$ cat config.mk
export PLATFORM = sky130hd
export DESIGN_NAME = pipe_stage_reg
export DESIGN_NICKNAME = d
export VERILOG_FILES = /design/src/rtl/pipe_pkg.sv /design/src/rtl/pipe_sat_cnt.sv /design/src/rtl/pipe_stage_reg.sv
export SDC_FILE = /design/constraint.sdc
export NUM_CORES = 1
export LEC_CHECK = 0
export ABC_CLOCK_PERIOD_IN_PS = 1500
export CORE_AREA = 2 2 116 118
export CTS_CLUSTER_SIZE = 8
export DETAILED_ROUTE_END_ITERATION = 12
export DIE_AREA = 0 0 118 120
export GPL_ROUTABILITY_DRIVEN = 1
export PLACE_DENSITY = 0.8
export SLEW_MARGIN = 15
export SYNTH_ARGS = -nofsm -noshare
export SYNTH_HDL_FRONTEND = slang
export SYNTH_SLANG_ARGS = --single-unit
$ cat constraint.sdc
create_clock -name clk -period 1.5 [get_ports clk]
set_input_delay 0.225 -clock clk [delete_from_list [all_inputs] [get_ports clk]]
set_output_delay 0.225 -clock clk [all_outputs]
set_load 0.01 [all_outputs]
$ cat src/rtl/pipe_pkg.sv
// Shared pipeline definitions: stall encodings, stall-vector stage indices,
// the canonical NOP payload and the default bubble keep-masks per boundary.
package pipe_pkg;

    // Stall vector encoding: 1 stops the stage.
    localparam logic STOP     = 1'b1;
    localparam logic NOT_STOP = 1'b0;

    // Stall-vector bit positions; bit 0 belongs to the PC.
    localparam int unsigned IF  = 1;
    localparam int unsigned ID  = 2;
    localparam int unsigned EX  = 3;
    localparam int unsigned MEM = 4;
    localparam int unsigned WB  = 5;

    // NOP building blocks.
    localparam logic [7:0]  EXE_NOP_OP   = 8'h00;
    localparam logic [4:0]  NOP_REG_ADDR = 5'h00;
    localparam logic [31:0] ZEROWORD     = 32'h0000_0000;

    // 64-bit NOP bundle: {pad, alu op, dest reg, data word}.
    localparam logic [63:0] NOP_PAYLOAD_64 = {19'h0, EXE_NOP_OP, NOP_REG_ADDR, ZEROWORD};

    // Default keep-masks. EX->MEM keeps the cp0 write fields (we, addr) across
    // a bubble so a pending cp0 write is not lost.
    localparam logic [63:0] KEEP_MASK_IF_ID  = 64'h0;
    localparam logic [63:0] KEEP_MASK_ID_EX  = 64'h0;
    localparam logic [63:0] KEEP_MASK_EX_MEM = 64'hFC00_0000_0000_0000;
    localparam logic [63:0] KEEP_MASK_MEM_WB = 64'h0;

endpackage

$ cat src/rtl/pipe_sat_cnt.sv
// Saturating up-counter with synchronous clear; reset and clear both zero it.
module pipe_sat_cnt #(
    parameter int unsigned W = 16
) (
    input  logic         clk,
    input  logic         rst,
    input  logic         clr,
    input  logic         inc,
    output logic [W-1:0] count
);

    logic [W-1:0] count_q;
    logic [W-1:0] count_d;

    // Next count: clear beats increment; stick at all-ones.
    always_comb begin
        count_d = count_q;
        if (clr) begin
            count_d = '0;
        end else if (inc && (count_q != '1)) begin
            count_d = count_q + 1'b1;
        end
    end

    // Counter register.
    always_ff @(posedge clk) begin
        if (rst) begin
            count_q <= '0;
        end else begin
            count_q <= count_d;
        end
    end

    assign count = count_q;

endmodule

$ cat src/rtl/pipe_stage_reg.sv
// Inter-stage pipeline register with stall/bubble/flush handling, a valid bit,
// per-bit bubble retention and multicycle scratch hand-back.
// Optional bubble/hold perf counters are built when PIPE_STAGE_PERF_EN is defined.
module pipe_stage_reg
    import pipe_pkg::*;
#(
    parameter int unsigned          PAYLOAD_W        = 64,
    parameter logic [PAYLOAD_W-1:0] NOP_PAYLOAD      = '0,
    parameter logic [PAYLOAD_W-1:0] BUBBLE_KEEP_MASK = '0,
    parameter int unsigned          SCRATCH_W        = 64,
    parameter int unsigned          CNT_W            = 2,
    parameter int unsigned          STALL_W          = 6,
    parameter int unsigned          STAGE_IDX        = 3,
    parameter int unsigned          PERF_W           = 16
) (
    input  logic                 clk,
    input  logic                 rst,
    input  logic [STALL_W-1:0]   stall,
    input  logic                 flush,
    input  logic                 in_valid,
    input  logic [PAYLOAD_W-1:0] in_payload,
    input  logic [SCRATCH_W-1:0] in_scratch,
    input  logic [CNT_W-1:0]     in_cnt,
    output logic                 out_valid,
    output logic [PAYLOAD_W-1:0] out_payload,
    output logic [SCRATCH_W-1:0] out_scratch,
    output logic [CNT_W-1:0]     out_cnt,
    input  logic                 perf_clr,
    output logic [PERF_W-1:0]    bubble_cnt,
    output logic [PERF_W-1:0]    hold_cnt
);

    if (STAGE_IDX + 1 >= STALL_W) begin : g_bad_stage_idx
        $error("pipe_stage_reg: STAGE_IDX+1 must be below STALL_W");
    end
    if (CNT_W < 1) begin : g_bad_cnt_w
        $error("pipe_stage_reg: CNT_W must be at least 1");
    end

    logic up;
    logic dn;
    logic is_bubble;
    logic is_hold;

    logic                 valid_q,   valid_d;
    logic [PAYLOAD_W-1:0] payload_q, payload_d;
    logic [SCRATCH_W-1:0] scratch_q, scratch_d;
    logic [CNT_W-1:0]     cnt_q,     cnt_d;

    assign up = (stall[STAGE_IDX] == STOP);
    assign dn = (stall[STAGE_IDX+1] == STOP);

    // Flush overrides any stall pattern, so it also suppresses perf events.
    assign is_bubble = !flush && up && !dn;
    assign is_hold   = !flush && up && dn;

    // Next-state decode: flush, advance, bubble, hold.
    always_comb begin
        valid_d   = valid_q;
        payload_d = payload_q;
        scratch_d = in_scratch;
        cnt_d     = in_cnt;
        if (flush) begin
            valid_d   = 1'b0;
            payload_d = NOP_PAYLOAD;
            scratch_d = '0;
            cnt_d     = '0;
        end else if (!up) begin
            valid_d   = in_valid;
            payload_d = in_payload;
            scratch_d = '0;
            cnt_d     = '0;
        end else if (!dn) begin
            // Bubble: masked bits survive, the rest become NOP.
            valid_d   = 1'b0;
            payload_d = (payload_q & BUBBLE_KEEP_MASK) | (NOP_PAYLOAD & ~BUBBLE_KEEP_MASK);
        end
    end

    // Stage register.
    always_ff @(posedge clk) begin
        if (rst) begin
            valid_q   <= 1'b0;
            payload_q <= NOP_PAYLOAD;
            scratch_q <= '0;
            cnt_q     <= '0;
        end else begin
            valid_q   <= valid_d;
            payload_q <= payload_d;
            scratch_q <= scratch_d;
            cnt_q     <= cnt_d;
        end
    end

    assign out_valid   = valid_q;
    assign out_payload = payload_q;
    assign out_scratch = scratch_q;
    assign out_cnt     = cnt_q;

`ifdef PIPE_STAGE_PERF_EN
    pipe_sat_cnt #(
        .W (PERF_W)
    ) u_bubble_cnt (
        .clk   (clk),
        .rst   (rst),
        .clr   (perf_clr),
        .inc   (is_bubble),
        .count (bubble_cnt)
    );

    pipe_sat_cnt #(
        .W (PERF_W)
    ) u_hold_cnt (
        .clk   (clk),
        .rst   (rst),
        .clr   (perf_clr),
        .inc   (is_hold),
        .count (hold_cnt)
    );
`else
    logic unused_perf;
    assign unused_perf = perf_clr ^ is_bubble ^ is_hold;
    assign bubble_cnt  = '0;
    assign hold_cnt    = '0;
`endif

endmodule

; Word level (Yosys, flattened, before mapping)
; Index checks and enable logic that the tools add are counted.
[totals]
input_bits = 141
elab_cells = 12
output_inout_bits = 163
reg_bits = 131
[classes]
bitwise_logic = 1
n_eq_ne = 1
n_mux = 4
reduce_logical = 2
[ops]
columns = operator, count
row1 = 64-bit two-way mux, 2
row2 = 3-bit OR reduction, 1
row3 = 1-bit two-way mux, 2
row4 = 2-bit inequality test (second input constant), 1
row5 = 2-bit OR reduction, 1
row6 = 1-bit NOT, 1

; Depth between registers and ports, before layout
[depth]
ltp_word = 2
ltp_mapped = 4
mapped_depth_nobuf = 2

; Least setup slack after synthesis
; No wires, ideal clock.
[synth_path]
path_type = input to register
start = input flush
end = register scratch_q[23] (netlist: out_scratch[23])
t_arrival_ns = 0.878
path_stages = 4
n_path_buf = 2
setup_ns = 0.060
t_required_ns = 1.440
setup_slack_ns = 0.562
path_cell_list = nor2_1 > buf_4 > clkbuf_1 > and3_1
[synth_between]
elab_chain_len = 1
[synth_lines]
columns = item, line
row1 = "start, declared", pipe_stage_reg.sv:19  ; input logic flush,
row2 = 3-bit OR reduction (no source line), --
row3 = "end signal, assigned", pipe_stage_reg.sv:90  ; scratch_q <= scratch_d;
row4 = "end, declared", pipe_stage_reg.sv:47  ; logic [SCRATCH_W-1:0] scratch_q, scratch_d;
; No other way between the ends.
; A chain may end at the register's enable or synchronous reset.

; Final worst setup path
[layout_path]
start = register scratch_q[2] (netlist: out_scratch[2])
end = output out_scratch[2]
[layout_lines]
columns = item, line
row1 = "end, declared", pipe_stage_reg.sv:26  ; output logic [SCRATCH_W-1:0] out_scratch,
; No word-level cell between the ends.

==> flow_summary.ini <==
[clocking]
clock_path_buffers = 2
htreeDepth = 4
cts_tree = yes
clock_latency_ns = 0.40
numCtsBuffers = 17
cts_setup_buffers = 0
cts.clk_slew.worst_paths_ns = 0.06
cts.sinks = 131
cts-root-buf = clkbuf_16

[worst_setup_path]
worst-path-max-fanout = 1
worstPathRequired_ns = 1.27
cp-start-kind = flip-flop
path_cells = clkdlybuf4s50_1
cp_slowest_stage_delay_ns = 0.53
cp-end-kind = output port
path_class = flip-flop to output port
crit_slowest_cell = clkdlybuf4s50_1
path_delay_family = buffers and inverters
path_buf_inv = 1
arrival_ns = 1.23

[yosys]
yosysWarnings = 0
ys_seq_elements = 131
synth_cells = 469
syn-cell-area_um2 = 4560
synth_seq_area_share_pct = 57.5
ys_types = 13
syn-mean-instance-area_um2 = 9.73

[detailed_routing]
ant_nets = 0
dr_wl_met3_um = 924
drcViolationCount = 0
first_pass_iters = 4
vias = 4186
highest_layer = met4
drt-met1-wl_um = 5260
wl_met2_um = 7140
routed_wl_um = 13600
routedWlPerCell_um = 15.0
drtIter0Drc = 252
viasPerCell = 4.62

[min_path]
hp-class = input port to flip-flop

[layout]
multiInputGateArea_um2 = 1600
fin_cells = 907
regArea_um2 = 2620
drive_gt1_share_pct = 5.75
n_antenna_cell = 0
syn_to_final_growth_pct = 70.0
fillers = 1119
finish.net_count = 860
design_area_um2 = 7750

[sta]
layout_setup_ws_ns = 0.0401
min_period_ns = 1.46
setup_tns_ns = 0
fmax_mhz = 685
slew_viol_final = 0
setup_viol_count_final = 0
fin_crit_sh_pct = 97.3
final-hold-violation-count = 0
finClkSkew_ns = 0

[floorplanning]
coreArea_um2 = 13000
rows = 42
initial_core_util_pct = 35.1
dieWidth_um = 118
die_area_um2 = 14200
die_h_um = 120
boundaryPins = 304

[job]
drv_cap = 0

[placed_design]
dp_hpwl_um = 9520
place_inst = 876
dpl-instance-area_um2 = 7240
post-place-ws_ns = 0.0172
portBuffers = 266
place.gp.congestion = 0.765

[global_routing]
grt_overflow = 0
grt_usage_pct = 18.8
grt_pass1_vias = 4139
grt_first_pass_wirelength_um = 21000
grt_max_degree = 76
antenna_found_initial = 1

[power_and_ir_drop]
ir_worst_vdd_mv = 0.555
power_leakage_nw = 4.07
power.density_nw_per_um2 = 1090

[outcome]
status = completed
-- cell usage after synthesis --
library cell | n | area [um^2]
dfxtp_1 | 131 | 2620
and3_1 | 66 | 413
a21oi_1 | 65 | 325
nand2b_1 | 65 | 407
nand3_1 | 65 | 325
buf_4 | 40 | 300
clkbuf_1 | 17 | 63.8
buf_2 | 14 | 70.1
clkbuf_2 | 2 | 10.0
buf_6 | 1 | 11.3
conb_1 | 1 | 3.75
nor2_1 | 1 | 3.75
or2_1 | 1 | 6.26
-- kinds of logic (layout without fill, tap and decap cells) --
group                  count (synthesis)  in the layout  share of synthesized area, %
DFF                                  131            131                          57.5
and+or+nand+nor                      198            198                          25.3
buffers and inverters                 74            305                          9.98
AOI/OAI and AO/OA                     65             65                          7.13
other                                  1             32                        0.0822
-- cells in the final DEF, fill, tap and decap left out, types with 2 or more instances in the layout --
| cell | instances |
|---|---|
| dlygate4sd2_1 | 97 |
| dlymetal6s2s_1 | 30 |
| clkinv_4 | 2 |
| buf_12 | 6 |
| clkbuf_16 | 17 |
| clkinv_2 | 4 |
| a21oi_1 | 65 |
| bufinv_16 | 2 |
| buf_4 | 3 |
| nand3_1 | 65 |
| dfxtp_1 | 131 |
| clkdlybuf4s50_1 | 137 |
| nand2b_1 | 65 |
| conb_1 | 32 |
| and3_1 | 66 |
| clkinvlp_4 | 4 |
-- repair_timing --
action,4_1_cts,5_1_grt
resized for setup,97,30
hold endpoints to repair,0,0
endpoints found under the setup margin,97,30
hold buffers,0,0
-- sequential cells by signal, indices dropped and copies added, names as in the netlist --
register     flops
out_cnt          2
out_payload     64
out_scratch     64
out_valid        1
-- routing by layer --
layer,up-vias,GRT usage (%)
met5,-,0
met4,0,8.28
met3,24,6.08
met2,190,33.5
met1,1961,20.5
li1,2011,-
-- final timing paths --
check	from	endpoint	slack, ns	cells after the start
setup reg to reg	out_payload[13]	out_payload[13]	0.85	2
setup / recovery	out_scratch[2]	out_scratch[2]	0.04	1
hold reg to reg	out_payload[52]	out_payload[52]	0.46	2
hold / removal	stall[3]	out_payload[10]	0.24	3
-- power by group --
group	internal, mW	total (mW)	switching, mW
clock network	2.43	3.92	1.49
logic	0.526	0.900	0.374
registers	3.58	3.62	0.0360
-- metrics by stage --
stage               power [mW]  util [%]  hold WS (ns)
floorplan                 4.09         -         0.374
global placement          4.62      55.7         0.453
detailed placement        4.65      55.7         0.457
CTS                       8.53      59.2         0.220
global route              8.76      59.7         0.245
finish                    8.44      59.7         0.243
-- area by class of cell --
type	instances	share of cell area, %
clock buffer	18	5.53
clock inverter	13	1.76
multi-input combinational	295	20.7
sequential	131	33.8
tap	176	2.84
timing repair buffer	274	35.4
Note: power is estimated with default switching activity, not from simulation.
